## src/rtl/pio_mem_rd_arb_512.sv

```systemverilog
// rtl/pio_mem_rd_arb_512.sv - round-robin, credit-based arbiter for the 512-bit PIO memory read port
// Optional same-word read/write hazard stall: define PIO_RD_ARB_HAZARD_STALL_EN.
module pio_mem_rd_arb_512 #(
  parameter int BYTE_ADDR_WIDTH = 13,
  parameter int DATA_WIDTH      = 512,
  parameter int WORD_LSB        = 6,
  parameter int RSP_DEPTH       = 2
) (
  input  logic                       clk,
  input  logic                       rst,
  input  logic                       r0_req_valid,
  output logic                       r0_req_ready,
  input  logic [BYTE_ADDR_WIDTH-1:0] r0_req_addr,
  output logic                       r0_rsp_valid,
  input  logic                       r0_rsp_ready,
  output logic [DATA_WIDTH-1:0]      r0_rsp_data,
  input  logic                       r1_req_valid,
  output logic                       r1_req_ready,
  input  logic [BYTE_ADDR_WIDTH-1:0] r1_req_addr,
  output logic                       r1_rsp_valid,
  input  logic                       r1_rsp_ready,
  output logic [DATA_WIDTH-1:0]      r1_rsp_data,
  output logic                       mem_rd_en,
  output logic [BYTE_ADDR_WIDTH-1:0] mem_rd_addr,
  input  logic [DATA_WIDTH-1:0]      mem_rd_data,
  input  logic                       mem_wr_en,
  input  logic [BYTE_ADDR_WIDTH-1:0] mem_wr_addr
);

  localparam int PW = $clog2(RSP_DEPTH);
  localparam int CW = PW + 1;
  localparam logic [CW:0] DEPTH_U = (CW+1)'(RSP_DEPTH);

  logic [1:0]                 req_valid, rsp_ready, hazard, eligible, grant, inflight, push, pop;
  logic [BYTE_ADDR_WIDTH-1:0] req_addr [2];
  logic                       last_grant, tag_valid, tag;
  logic [CW-1:0]              count [2];
  logic [PW-1:0]              wr_ptr [2];
  logic [PW-1:0]              rd_ptr [2];
  logic [DATA_WIDTH-1:0]      fifo_mem [2][RSP_DEPTH];

  assign req_valid   = {r1_req_valid, r0_req_valid};
  assign rsp_ready   = {r1_rsp_ready, r0_rsp_ready};
  assign req_addr[0] = r0_req_addr;
  assign req_addr[1] = r1_req_addr;

`ifdef PIO_RD_ARB_HAZARD_STALL_EN
  always_comb begin
    hazard = 2'b00;
    for (int i = 0; i < 2; i++)
      hazard[i] = mem_wr_en &&
                  (req_addr[i][BYTE_ADDR_WIDTH-1:WORD_LSB] == mem_wr_addr[BYTE_ADDR_WIDTH-1:WORD_LSB]);
  end
`else
  logic unused_wr;
  assign unused_wr = ^{mem_wr_en, mem_wr_addr};
  assign hazard    = 2'b00;
`endif

  // A requester is eligible only while its held-plus-in-flight responses leave FIFO room.
  always_comb begin
    inflight = 2'b00;
    eligible = 2'b00;
    push     = 2'b00;
    pop      = 2'b00;
    for (int i = 0; i < 2; i++) begin
      inflight[i] = tag_valid && (tag == 1'(i));
      push[i]     = inflight[i];
      pop[i]      = (count[i] != '0) && rsp_ready[i];
      eligible[i] = req_valid[i] && !hazard[i] &&
                    (({1'b0, count[i]} + {{CW{1'b0}}, inflight[i]}) < DEPTH_U);
    end
  end

  always_comb begin
    grant = 2'b00;
    if (!rst) begin
      if (&eligible) grant = last_grant ? 2'b01 : 2'b10;
      else           grant = eligible;
    end
  end

  assign r0_req_ready = grant[0];
  assign r1_req_ready = grant[1];
  assign mem_rd_en    = |grant;
  assign mem_rd_addr  = grant[1] ? req_addr[1] : (grant[0] ? req_addr[0] : '0);

  assign r0_rsp_valid = (count[0] != '0);
  assign r1_rsp_valid = (count[1] != '0);
  assign r0_rsp_data  = r0_rsp_valid ? fifo_mem[0][rd_ptr[0]] : '0;
  assign r1_rsp_data  = r1_rsp_valid ? fifo_mem[1][rd_ptr[1]] : '0;

  always_ff @(posedge clk or posedge rst) begin
    if (rst) begin
      last_grant <= 1'b1;
      tag_valid  <= 1'b0;
      tag        <= 1'b0;
      for (int i = 0; i < 2; i++) begin
        count[i]  <= '0;
        wr_ptr[i] <= '0;
        rd_ptr[i] <= '0;
      end
    end else begin
      if (|grant) last_grant <= grant[1];
      tag_valid <= |grant;
      tag       <= grant[1];
      for (int i = 0; i < 2; i++) begin
        if (push[i]) wr_ptr[i] <= wr_ptr[i] + PW'(1);
        if (pop[i])  rd_ptr[i] <= rd_ptr[i] + PW'(1);
        if (push[i] && !pop[i])      count[i] <= count[i] + CW'(1);
        else if (pop[i] && !push[i]) count[i] <= count[i] - CW'(1);
      end
    end
  end

  // Payload storage carries no reset; validity is tracked solely by count.
  always_ff @(posedge clk) begin
    for (int i = 0; i < 2; i++)
      if (push[i]) fifo_mem[i][wr_ptr[i]] <= mem_rd_data;
  end

endmodule

```

## config.mk

```make
export PLATFORM = sky130hd
export DESIGN_NAME = pio_mem_rd_arb_512
export DESIGN_NICKNAME = d
export VERILOG_FILES = /design/src/rtl/pio_mem_rd_arb_512.sv
export SDC_FILE = /design/constraint.sdc
export NUM_CORES = 2
export LEC_CHECK = 0
export BUFFER_PORTS_ARGS = -buffer_cell sky130_fd_sc_hd__buf_2
export CAP_MARGIN = 0
export CORE_AREA = 4 4 626 628
export DETAILED_ROUTE_END_ITERATION = 8
export DIE_AREA = 0 0 630 632
export GPL_TIMING_DRIVEN = 0
export SYNTH_ARGS = -nofsm -noshare
export SYNTH_HDL_FRONTEND = slang
export SYNTH_SLANG_ARGS = --single-unit
```

## constraint.sdc

```tcl
create_clock -name clk -period 25.1 [get_ports clk]
set_input_delay 6.275 -clock clk [delete_from_list [all_inputs] [get_ports clk]]
set_output_delay 6.275 -clock clk [all_outputs]
set_load 0.005 [all_outputs]
```

Word level (Yosys, flattened, before mapping)
Memory sizes are Yosys's and may differ from the RTL's. Index checks and enable logic that the tools add are counted.

Memory bits (writable): 2048. Memories: 1. Output and inout port bits: 1042. Input port bits: 558. Register bits after elaboration: 11.

Memories: fifo_mem (depth 2, bits a word 1024, rd ports 2, clocked after memory_dff 0, write ports 1, RTL line 40) `logic [DATA_WIDTH-1:0] fifo_mem [2][RSP_DEPTH];`.

$lt $le $gt $ge: 8. Mux-type cells: 28. Add/sub/neg operators: 10. Bitwise gates (word level): 5. Reductions and logical operators: 23.

Operators with widths (count): $mux 512 (10); $mux 1024 (4); $demux 512 s1 (2); $reduce_or 1024->1 (1); $mux 13 (2); $mux 2 (7); $logic_and 1x1->1 (12); $ge 2x2->1 const B (4); $not 1->2 (4); $reduce_bool 2->1 (4); $add 2x1->3 (2); $lt 3x2->1 const B (2); $add 1x1->1 const B (4); $add 2x1->2 const B (2); $logic_not 1->1 (4); $lt 2x1->1 const B (2); $sub 2x1->2 const B (2); $mux 1 (3); $reduce_and 2->1 (1); $reduce_or 2->1 (1); $not 1->1 (1).

Depth between registers and ports, before layout
Depth after elaboration: 10. Gate-level depth with buffers: 7.

Worst setup path before layout
OpenSTA, ideal clock, no wires.

Path kind: flip-flop to flip-flop. From: reg tag. To: mem fifo_mem[0][1000] (netlist bit) (enable). Path slack: 1.944 ns. Cell stages (with the launch flop): 3. Period minus slack after synthesis: 23.156 ns. Path buffers: 0. Arrival time: 21.757 ns. Data required time: 23.701 ns. Setup time: 1.399 ns. Path through: dfrtp_1 nand2b_1 nor2_1.

Cells in the longest elaborated chain, start to end: 5. Elaborated cells on any way between the ends: 10. Classes of those cells: mux (6); bitwise (1); reduce/logical (3).

RTL lines: from (decl) (RTL line 36) `logic last_grant, tag_valid, tag;`; from (signal assigned) (RTL line 106) `tag <= grant[1];`; $logic_and 1x1->1 / $not 1->1 (equally long branches) (RTL line 67) `inflight[i] = tag_valid && (tag == 1'(i));`; $mux 1 / $logic_and 1x1->1 (equally long branches) (RTL line 119, 67); $mux 1024 (not written as such) / $mux 1 (equally long branches) (RTL line 119) `if (push[i]) fifo_mem[i][wr_ptr[i]] <= mem_rd_data;`; $reduce_or 1024->1 (no source line) / $mux 1024 (equally long branches); $mux 1 (no source line) / $mux 1024 (equally long branches); to (decl) (RTL line 40).

Several ways; a longest one is shown, not always the timed one.

Worst setup path in the final report
From: in r0_req_valid. To: out mem_rd_addr[12].

Cells in the longest elaborated chain, start to end: 6.

RTL lines: from (decl) (RTL line 11) `input logic r0_req_valid,`; $logic_and 1x1->1 (*) (RTL line 70) `eligible[i] = req_valid[i] && !hazard[i] &&`; $reduce_and 2->1 (RTL line 78) `if (&eligible) grant = last_grant ? 2'b01 : 2'b10;`; $mux 2 (*) (RTL line 78); $mux 2 (*) (RTL line 77) `if (!rst) begin`; $mux 13 (RTL line 86) `assign mem_rd_addr = grant[1] ? req_addr[1] : (grant[0] ? req_addr[0] : '0);`; $mux 13 (*) (RTL line 86); to (decl) (RTL line 24) `output logic [BYTE_ADDR_WIDTH-1:0] mem_rd_addr,`.

Every way passes the cells marked *; elsewhere a longest branch is shown, timed or not.

==> metrics.md <==
| Metric | Value |
|---|---|
| Worst Path Required | `18.82 ns` |
| Die area | `0.398 mm^2` |
| Die W | `630 um` |
| Initial core utilization | `20.1%` |
| CP most frequent cell | `buf_2` |
| Layout cells sized above 1 | `32.3%` |
| Row count | `228` |
| CP max stage delay | `0.89 ns` |
| Crit path to | `mem_rd_addr[12]` |
| First-pass GRT wire length | `430 mm` |
| #FFs+latches synth | `2059` |
| R2r worst-path depth | `13` |
| Worst setup path class | `in -> out` |
| Count of final max-slew check failures | `0` |
| Clock latency on the worst-skew pair | `0.87 ns` |
| Antenna violations before repair | `104` |
| DRT Pass-1 Iters | `5` |
| Fraction of registers with async set/reset | `0.534%` |
| I/O Pins | `1600` |
| DRT iter0 DRCs | `3641` |
| Reg2reg end | `fifo_mem[0][853]` |
| Most frequent cells in the layout | `edfxtp_1, buf_2, nor2_1` |
| Via Count | `47709` |
| WL per Instance | `28.2 um` |
| Total GRT Usage | `15.8%` |
| Power per cell area | `118 mW/mm^2` |
| Yosys warnings | `0` |
| Dpl cells | `11269` |
| CP arrival | `8.08 ns` |
| Synth cell types | `28` |
| Clock tree buffer depth | `4` |
| Resize count post-CTS | `0` |
| CTS tree | `done` |
| H-tree levels | `4` |
| Prevailing post-synth register cell | `edfxtp_1` |
| Setup Total Neg Slack | `0 ns` |
| Net Count, Synth | `5000` |
| Fill cell count | `39388` |
| Crit end category | `output port` |
| Setup violations, final | `0` |
| Synth area leader | `edfxtp_1` |
| Vias in the first global route | `48050` |
| Fin crit share | `57.2%` |
| Area delta synth->final | `29.9%` |
| VDD IR-drop max | `0.0838 mV` |
| Yosys top cell area share | `79.3%` |
| RSZ-0062 raised after global routing | `false` |
| Fin cells | `11719` |
| Worst slew pin tran | `1.26 ns` |
| Mean Syn Cell Area | `17.5 um^2` |
| Post-synth EDFFs | `2048` |
| Largest cells by area after synthesis | `edfxtp_1, mux2i_1, nor2_1, buf_2, clkbuf_1` |
| Count of input and output buffers | `1585` |
| Rel. slew slack | `15.9%` |
| Most common cell after layout, fill and taps aside | `edfxtp_1` |
| Postcts setup bufs | `0` |
| Mapped Cells | `4440` |
| Startpoint Class | `primary input` |
| ANT nets after route | `0` |
| Final wirelength | `331 mm` |
| GRT overflow | `0` |
| # Max-Cap Violations | `0` |
| # DRC | `0` |
| Worst Skew | `0.0381 ns` |
| Max Fclk | `69.6 MHz` |
| Worst Setup SP | `r0_req_valid` |
| P_leak | `38.7 nW` |
| Worst-path clk slew | `0.06 ns` |
| Outcome | `completed` |
| CP Cell Sequence | `buf_2, inv_1, or3_1, buf_2, o41ai_1, buf_2` |
| Final hold viol count | `0` |
| Worst R2R Setup Slack | `20.78 ns` |
| Worst hold path class | `reg -> reg` |
| Number of CTS-inserted buffers | `223` |
| Mapped Area | `0.0776 mm^2` |
| Reg-to-reg startpoint | `tag` |
| Seq/Total Area, Yosys | `79.6%` |
| Largest net degree at the start of global routing | `62` |
| Final Net Count | `6879` |
| Die Y | `632 um` |
| DP HPWL | `267 mm` |
| Hold_buf cts | `0` |
| RePlAce Congestion | `0.959` |
| Slowest CP cell | `o41ai_1` |
| Crit Path Max Fanout | `6` |
| Clk sink count | `2059` |
| Via density | `4.07` |
| Core area | `0.385 mm^2` |
| Min cycle time layout | `14.36 ns` |
| Root Buffer | `clkbuf_16` |
## worst min path at each step
stage,start,endpoint,depth (start not counted)
after CTS,last_grant,last_grant,2
final,last_grant,last_grant,2
after global routing,last_grant,last_grant,2
after floorplan,wr_ptr[1],wr_ptr[1],1
after global placement,wr_ptr[1],wr_ptr[1],1
after detailed placement,last_grant,last_grant,2
## worst max-delay path: cells and delay by family
kind                   cells  cell delay (ns)
AOI/OAI and AO/OA          1             0.89
buffers and inverters      4             0.59
and+or+nand+nor            1             0.33
## stage by stage
step	setup WS (ns)	hold WS, ns	power, mW	util (%)	area, um^2
3_5_place_dp	10.87	0.505	8.87	24.3	93600
2_1_floorplan	1.94	0.460	6.40	-	77600
3_3_place_gp	-14.83	0.475	9.22	23.9	92000
4_1_cts	10.87	0.513	12.1	26.1	101000
5_1_grt	10.72	0.562	12.4	26.1	101000
6_report	10.74	0.518	11.9	26.1	101000
## per-layer routing
layer	global-route usage [%]	up-vias	wire length, um
li1	-	20386	-
met1	17.8	24637	122000
met2	28.5	2162	170000
met3	4.39	486	26700
met4	5.06	38	12100
met5	0.143	-	322
## synthesized netlist by cell type, types with 4 or more instances
library cell / n
inv_1: 19
dfrtp_1: 10
o41ai_2: 8
nand2_1: 4
clkbuf_1: 129
xor2_1: 4
mux2i_1: 1024
o2111ai_1: 13
buf_2: 105
edfxtp_1: 2048
nor2_1: 1031
xnor2_1: 6
nor2b_1: 14
o41ai_1: 6
## cell families (layout without fill, tap and decap cells)
logic type | count (synthesis) | after routing | share of synthesized area, %
flops | 2059 | 2059 | 79.6
simple gates | 1059 | 1059 | 5.20
mux | 1024 | 1024 | 13.2
buf+inv | 257 | 2313 | 1.43
compound gates | 29 | 29 | 0.398
xor+xnor | 10 | 10 | 0.113
fa+ha+maj | 2 | 2 | 0.0322
other cells | 0 | 48 | 0
## cell type report
cell class              instances  area, um^2  share of cell area (%)
diodes                         48         120                   0.119
plain buffers                 238        1050                    1.05
clock buffers                 270        5780                    5.73
clock inverters               132        1260                    1.25
inverters                      19        71.3                  0.0708
multi-input cells            2124       14700                    14.6
flip-flops and latches       2059       61800                    61.3
well taps                    5175        6470                    6.43
repair buffers               1654        9490                    9.42
## registers in the layout (all words and copies together), names as in the netlist
register and cells:
fifo_mem 2048, count 4, tag 1, last_grant 1, rd_ptr 2, tag_valid 1, wr_ptr 2
## where the power goes
part	internal [mW]	switching (mW)
clock	1.82	1.37
combinational	1.45	2.99
sequential	4.15	0.0741
total	7.41	4.44
(Power assumes the default switching activity.)
